==> src/rtl/dmem_dual_issue_arbiter.sv <==
// dmem_dual_issue_arbiter: shares one data-memory port between two in-order MEM slots, serializing conflicting pairs
module dmem_dual_issue_arbiter #(
  parameter int CNT_W = 32
) (
  input  logic             clk,
  input  logic             rst,
  input  logic [31:0]      s0_pc,
  input  logic             s0_read,
  input  logic             s0_write,
  input  logic [1:0]       s0_width,
  input  logic             s0_unsigned,
  input  logic [31:0]      s0_addr,
  input  logic [31:0]      s0_wdata,
  input  logic [31:0]      s1_pc,
  input  logic             s1_read,
  input  logic             s1_write,
  input  logic [1:0]       s1_width,
  input  logic             s1_unsigned,
  input  logic [31:0]      s1_addr,
  input  logic [31:0]      s1_wdata,
  output logic [31:0]      m_pc,
  output logic [31:0]      m_addr,
  output logic             m_read,
  output logic             m_write,
  output logic [1:0]       m_width,
  output logic             m_unsigned,
  output logic [31:0]      m_wdata,
  output logic             m_is_inst1,
  input  logic [31:0]      m_rdata,
  output logic [31:0]      s0_rdata,
  output logic [31:0]      s1_rdata,
  output logic             stall,
  output logic [CNT_W-1:0] conflict_cnt
);
  typedef enum logic {IDLE, SECOND} state_t;
  state_t r_state, w_next;
  logic [31:0] r_h_pc, r_h_addr, r_h_wdata, r_hold0;
  logic [1:0] r_h_width;
  logic r_h_read, r_h_write, r_h_unsigned;
  logic [CNT_W-1:0] r_cnt;
  logic w_a0, w_a1, w_sec, w_pair, w_use1, w_rd, w_wr, w_act;
  always_comb begin
    w_a0 = s0_read | s0_write;
    w_a1 = s1_read | s1_write;
    w_sec = r_state == SECOND;
    w_pair = !w_sec & w_a0 & w_a1;
    w_use1 = w_sec | (!w_a0 & w_a1);
    w_rd = w_sec ? r_h_read : w_use1 ? s1_read : s0_read;
    w_wr = w_sec ? r_h_write : w_use1 ? s1_write : s0_write;
    w_act = !rst & (w_rd | w_wr);
    // a request with both read and write set is treated as a store
    m_read = w_act & w_rd & !w_wr;
    m_write = w_act & w_wr;
    m_is_inst1 = w_act & w_use1;
    m_pc = !w_act ? '0 : w_sec ? r_h_pc : w_use1 ? s1_pc : s0_pc;
    m_addr = !w_act ? '0 : w_sec ? r_h_addr : w_use1 ? s1_addr : s0_addr;
    m_wdata = !w_act ? '0 : w_sec ? r_h_wdata : w_use1 ? s1_wdata : s0_wdata;
    m_width = !w_act ? '0 : w_sec ? r_h_width : w_use1 ? s1_width : s0_width;
    m_unsigned = w_act & (w_sec ? r_h_unsigned : w_use1 ? s1_unsigned : s0_unsigned);
    stall = !rst & w_pair;
    s0_rdata = (w_sec & !rst) ? r_hold0 : (m_read & !m_is_inst1 & !stall) ? m_rdata : '0;
    s1_rdata = (m_read & m_is_inst1) ? m_rdata : '0;
    conflict_cnt = rst ? '0 : r_cnt;
    w_next = w_pair ? SECOND : IDLE;
  end
  always_ff @(posedge clk) begin
    if (rst) begin
      r_state <= IDLE;
      r_h_pc <= '0;
      r_h_addr <= '0;
      r_h_wdata <= '0;
      r_h_width <= '0;
      r_h_read <= 1'b0;
      r_h_write <= 1'b0;
      r_h_unsigned <= 1'b0;
      r_hold0 <= '0;
      r_cnt <= '0;
    end else begin
      r_state <= w_next;
      if (w_pair) begin
        r_h_pc <= s1_pc;
        r_h_addr <= s1_addr;
        r_h_wdata <= s1_wdata;
        r_h_width <= s1_width;
        r_h_read <= s1_read;
        r_h_write <= s1_write;
        r_h_unsigned <= s1_unsigned;
        r_hold0 <= (s0_read & !s0_write) ? m_rdata : '0;
        if (r_cnt != '1) r_cnt <= r_cnt + {{(CNT_W-1){1'b0}}, 1'b1};
      end
    end
  end
endmodule

==> config.mk <==
export PLATFORM = sky130hd
export DESIGN_NAME = dmem_dual_issue_arbiter
export DESIGN_NICKNAME = d
export VERILOG_FILES = /design/src/rtl/dmem_dual_issue_arbiter.sv
export SDC_FILE = /design/constraint.sdc
export NUM_CORES = 1
export LEC_CHECK = 0
export ABC_AREA = 0
export CAP_MARGIN = 5
export CELL_PAD_IN_SITES_DETAIL_PLACEMENT = 1
export CELL_PAD_IN_SITES_GLOBAL_PLACEMENT = 2
export CORE_MARGIN = 3
export CORE_UTILIZATION = 21
export CTS_BUF_LIST = sky130_fd_sc_hd__clkbuf_16
export DETAILED_ROUTE_END_ITERATION = 8
export GPL_TIMING_DRIVEN = 0
export PLACE_DENSITY = 0.76
export SETUP_SLACK_MARGIN = 0.02
export SLEW_MARGIN = 20
export SYNTH_ARGS = -nofsm -noshare
export SYNTH_HDL_FRONTEND = slang
export SYNTH_SLANG_ARGS = --single-unit
==> constraint.sdc <==
create_clock -name clk -period 2.1 [get_ports clk]
set_input_delay 0.315 -clock clk [delete_from_list [all_inputs] [get_ports clk]]
set_output_delay 0.315 -clock clk [all_outputs]
set_load 0.05 [all_outputs]
==> results <==
layout by cell type (no fill, tap or decap), drive strengths merged, types with 2 or more instances in the layout:
master	n
a21oi	106
a22o	64
and2	33
and3	7
and4	3
buf	245
bufinv	5
clkbuf	85
clkdlybuf4s15	4
clkdlybuf4s50	230
clkinv	7
dfxtp	166
diode	5
dlymetal6s2s	27
inv	4
mux2	125
mux2i	99
nand2	215
nand2b	3
nand3	10
nand4	7
nor2	140
nor2b	34
nor3	11
nor3b	2
nor4	8
nor4b	6
o21ai	5
o31ai	3
or3	4
or4	4
worst max path at each step:
stage	from	endpoint
final	r_state	s1_rdata[12]
after global routing	r_state	s0_rdata[7]
after CTS	r_state	s0_rdata[3]
after detailed placement	s1_write	m_wdata[27]
after global placement	s1_write	m_wdata[23]
after floorplan	r_state	s0_rdata[12]
layer usage:
layer	vias up	wire, um
li1	5033	-
met1	5230	20200
met2	250	25300
met3	46	2340
met4	4	766
met5	-	23
critical path: stages (launching register included):
cell	delay, ns
dfxtp_2	0.32
buf_6	0.13
buf_4	0.14
buf_4	0.14
nor2_1	0.30
nor2_4	0.08
buf_4	0.15
buf_8	0.13
and2_2	0.19
buf_4	0.19
synthesized netlist by cell type, drive strengths merged:
| cell type | count | share of area |
|---|---|---|
| nand2 | 215 | 0.085 |
| a22o | 64 | 0.059 |
| nor4bb | 1 | 0.0011 |
| nor2 | 140 | 0.056 |
| nor2b | 34 | 0.022 |
| nor4 | 8 | 0.0060 |
| a221oi | 1 | 0.00093 |
| and2 | 33 | 0.022 |
| clkbuf | 71 | 0.028 |
| dfxtp | 166 | 0.35 |
| and4 | 3 | 0.0028 |
| nor3b | 2 | 0.0016 |
| nand2b | 3 | 0.0020 |
| nor4b | 6 | 0.0062 |
| or4 | 4 | 0.0036 |
| mux2 | 125 | 0.15 |
| or3 | 4 | 0.0026 |
| ha | 1 | 0.0013 |
| o21ai | 5 | 0.0026 |
| or2 | 1 | 0.00066 |
| mux2i | 99 | 0.10 |
| and3 | 7 | 0.0046 |
| inv | 3 | 0.0012 |
| buf | 21 | 0.0091 |
| nand4 | 7 | 0.0046 |
| nand3 | 10 | 0.0053 |
| nand3b | 1 | 0.00079 |
| a21oi | 106 | 0.056 |
| nor3 | 11 | 0.0058 |
| o41ai | 1 | 0.00093 |
| o31ai | 3 | 0.0024 |
kinds of logic (layout without fill, tap and decap cells):
kind of cell               after synthesis  in the layout  share of synthesized area
muxes                                  224            224                      0.254
and+or+nand+nor                        490            490                      0.233
buffers and inverters                   95            608                     0.0385
other                                    0              5                          0
DFF                                    166            166                      0.351
adders and majority gates                1              1                    0.00132
AOI/OAI and AO/OA                      180            180                      0.122
stage by stage:
step | hold WS [ns] | power, uW | TNS [ns] | worst slack, ns | cell area [um2]
5_1_grt | 0.408 | 12000 | -77.14 | -0.585 | 18400
3_3_place_gp | 0.442 | 6940 | -434.06 | -2.04 | 15000
6_report | 0.375 | 11500 | -54.60 | -0.448 | 18400
3_5_place_dp | 0.447 | 6980 | -437.80 | -2.06 | 15000
2_1_floorplan | 0.431 | 5530 | -3.53 | -0.0739 | 9960
4_1_cts | 0.352 | 10700 | -77.32 | -0.465 | 16000
state kept, by name, indices dropped and copies added (netlist names):
signal / count
r_cnt: 32
r_h_addr: 32
r_h_pc: 32
r_h_read: 1
r_h_unsigned: 1
r_h_wdata: 32
r_h_width: 2
r_h_write: 1
r_hold0: 32
r_state: 1
power breakdown:
part           switching [uW]  internal [uW]
clock network            1460           2100
registers                 100           3310
logic                    2480           2050
cell type report:
cell class | instances | area share
sequential | 166 | 0.181
clock buffer | 17 | 0.0231
tap | 592 | 0.0402
buffer | 90 | 0.0452
clock inverter | 14 | 0.0114
inverter | 3 | 0.000611
multi-input combinational | 895 | 0.390
timing repair buffer | 484 | 0.308
antenna | 5 | 0.000679
timing repair:
action | CTS | global route
cloned | 1 | 13
resized for setup | 1140 | 672
endpoints found under the setup margin | 363 | 314
hold buffers | 0 | 0
pin swaps | 6 | 104
setup buffers | 9 | 28
==> tab_implementation.tex <==
\begin{tabular}{lr}
\hline
Metric & Value \\
\hline
\multicolumn{2}{l}{\textbf{Critical path}} \\
Path depth of the worst reg2reg path & 7 \\
Critical path capture point type & primary output \\
Startpoint of the lowest-slack register-to-register path & r\_state \\
Required time worst endpoint & 1.78 ns \\
R2R Setup Slk & -0.11 ns \\
Worst Path Class, Setup & reg2out \\
R2R Path End & r\_cnt[13] \\
Critical path fanouts, max & 10 \\
Arrival @ worst endpoint & approximately 2.2 ns \\
Setup crit start kind & flop \\
\multicolumn{2}{l}{\textbf{STA}} \\
Worst Skew & roughly 0.008 ns \\
Final setup fails & roughly 170 \\
Actual transition at the worst max-transition pin & 0.796 ns \\
Final hold viol count & 0 \\
Final worst path period share & 1.21 \\
Final worst slack & -0.448 ns \\
Max-slew headroom & 0.470 \\
Maximum clock frequency & 393 MHz \\
RSZ-0062 raised after global routing & true \\
Number of pins with negative max-slew slack in the final report & 0 \\
Period minus WS final & 2.55 ns \\
\multicolumn{2}{l}{\textbf{Worst hold path}} \\
Number of cells on the worst hold path & 3 \\
Beginning of the worst hold path & s1\_read \\
Classification of the worst-slack hold path & in2reg \\
Endpoint, Worst Hold & r\_h\_read \\
\multicolumn{2}{l}{\textbf{Floorplan}} \\
Num rows & 77 \\
Die Outline Area & around 0.048 mm2 \\
Core footprint & 0.0443 mm2 \\
Number of top-level pins & 435 \\
Initial core utilization & 0.213 \\
Width of the die & roughly 220 um \\
Die height & roughly 220 um \\
\multicolumn{2}{l}{\textbf{Logic synthesis}} \\
Post-Synthesis Cell Area & roughly 0.0095 mm2 \\
Portion of the post-synthesis area used by sequential elements & 0.351 \\
Number of distinct library cell variants in the gate-level netlist after synthesis & 37 \\
Number of synthesized register bits & between 150 and 200 \\
Syn\_area\_per\_cell & 8.18 um2 \\
Warnings, synthesis & 0 \\
Post-synthesis instance total & 1156 \\
Nets in the synthesized netlist & $\sim$1.4k \\
\multicolumn{2}{l}{\textbf{Drt}} \\
Post-Route WL & approximately 49000 um \\
Total number of vias & roughly 11k \\
Routed len/inst & around 21 um \\
Total DRC errors in the routed layout & 0 \\
Mean number of vias per cell & approximately 4.7 \\
Antenna viol nets, final & 0 \\
Detailed-routing iteration count for the pre-antenna-repair pass & 4 \\
Starting DRT DRC Count & 396 \\
\multicolumn{2}{l}{\textbf{Status}} \\
Run status & complete, but fails checks \\
Failing checks & setup timing \\
\multicolumn{2}{l}{\textbf{Cells and area}} \\
Layout cells sized above 1 & 0.407 \\
Count of placed standard cells in the final layout, fillers left out & roughly 2.3k \\
Area grow syn2layout & 94.9\% \\
Nets@finish & $\sim$1.9k \\
Multi-input gate area & 0.00718 mm2 \\
Final cell utilization of the core & 0.416 \\
Area occupied by registers & 0.00334 mm2 \\
Layout fillers & $\sim$4.9k \\
\multicolumn{2}{l}{\textbf{Global route}} \\
Number of global-route vias before repair & around 11k \\
Global-route track usage on met1 & 0.228 \\
Busiest grt layer & met2 \\
M2 GR Usage & 0.338 \\
First-pass GRT wire length & approximately 70000 um \\
Antenna violations before repair & 7 \\
Gr usage total & 0.188 \\
Met3 usage in global routing & 0.0437 \\
Maximum number of pins on one net before global-route repair & 17 \\
Global-route congestion overflow total & 0 \\
\multicolumn{2}{l}{\textbf{Power and ir drop}} \\
Static leakage & approximately 0.0077 uW \\
Maximum resistive drop on vdd & 0.543 mV \\
Power per unit of standard cell area & between 600 and 700 mW/mm2 \\
\multicolumn{2}{l}{\textbf{Clock network}} \\
Buffer depth of the longest clock path & 2 \\
Number of CTS-inserted buffers & 17 \\
CTS clk-pin slew, worst paths & around 0.070 ns \\
CTS tree & done \\
Insertion delay to the later sink of the worst-skew pair & between 0.4 and 0.5 ns \\
Clock root buffer & clkbuf\_16 \\
CTS H-Tree Depth & 4 \\
Sink count of the clock tree & 166 \\
\multicolumn{2}{l}{\textbf{Placed design}} \\
Sum of net half-perimeters after detailed placement & 35600 um \\
Placed cells & 2181 \\
Count of input and output buffers & roughly 430 \\
Final GP Congestion & 0.786 \\
\multicolumn{2}{l}{\textbf{Flow run}} \\
Max-cap violations & 0 \\
\hline
\end{tabular}
Note: power is estimated with default switching activity, not from simulation.
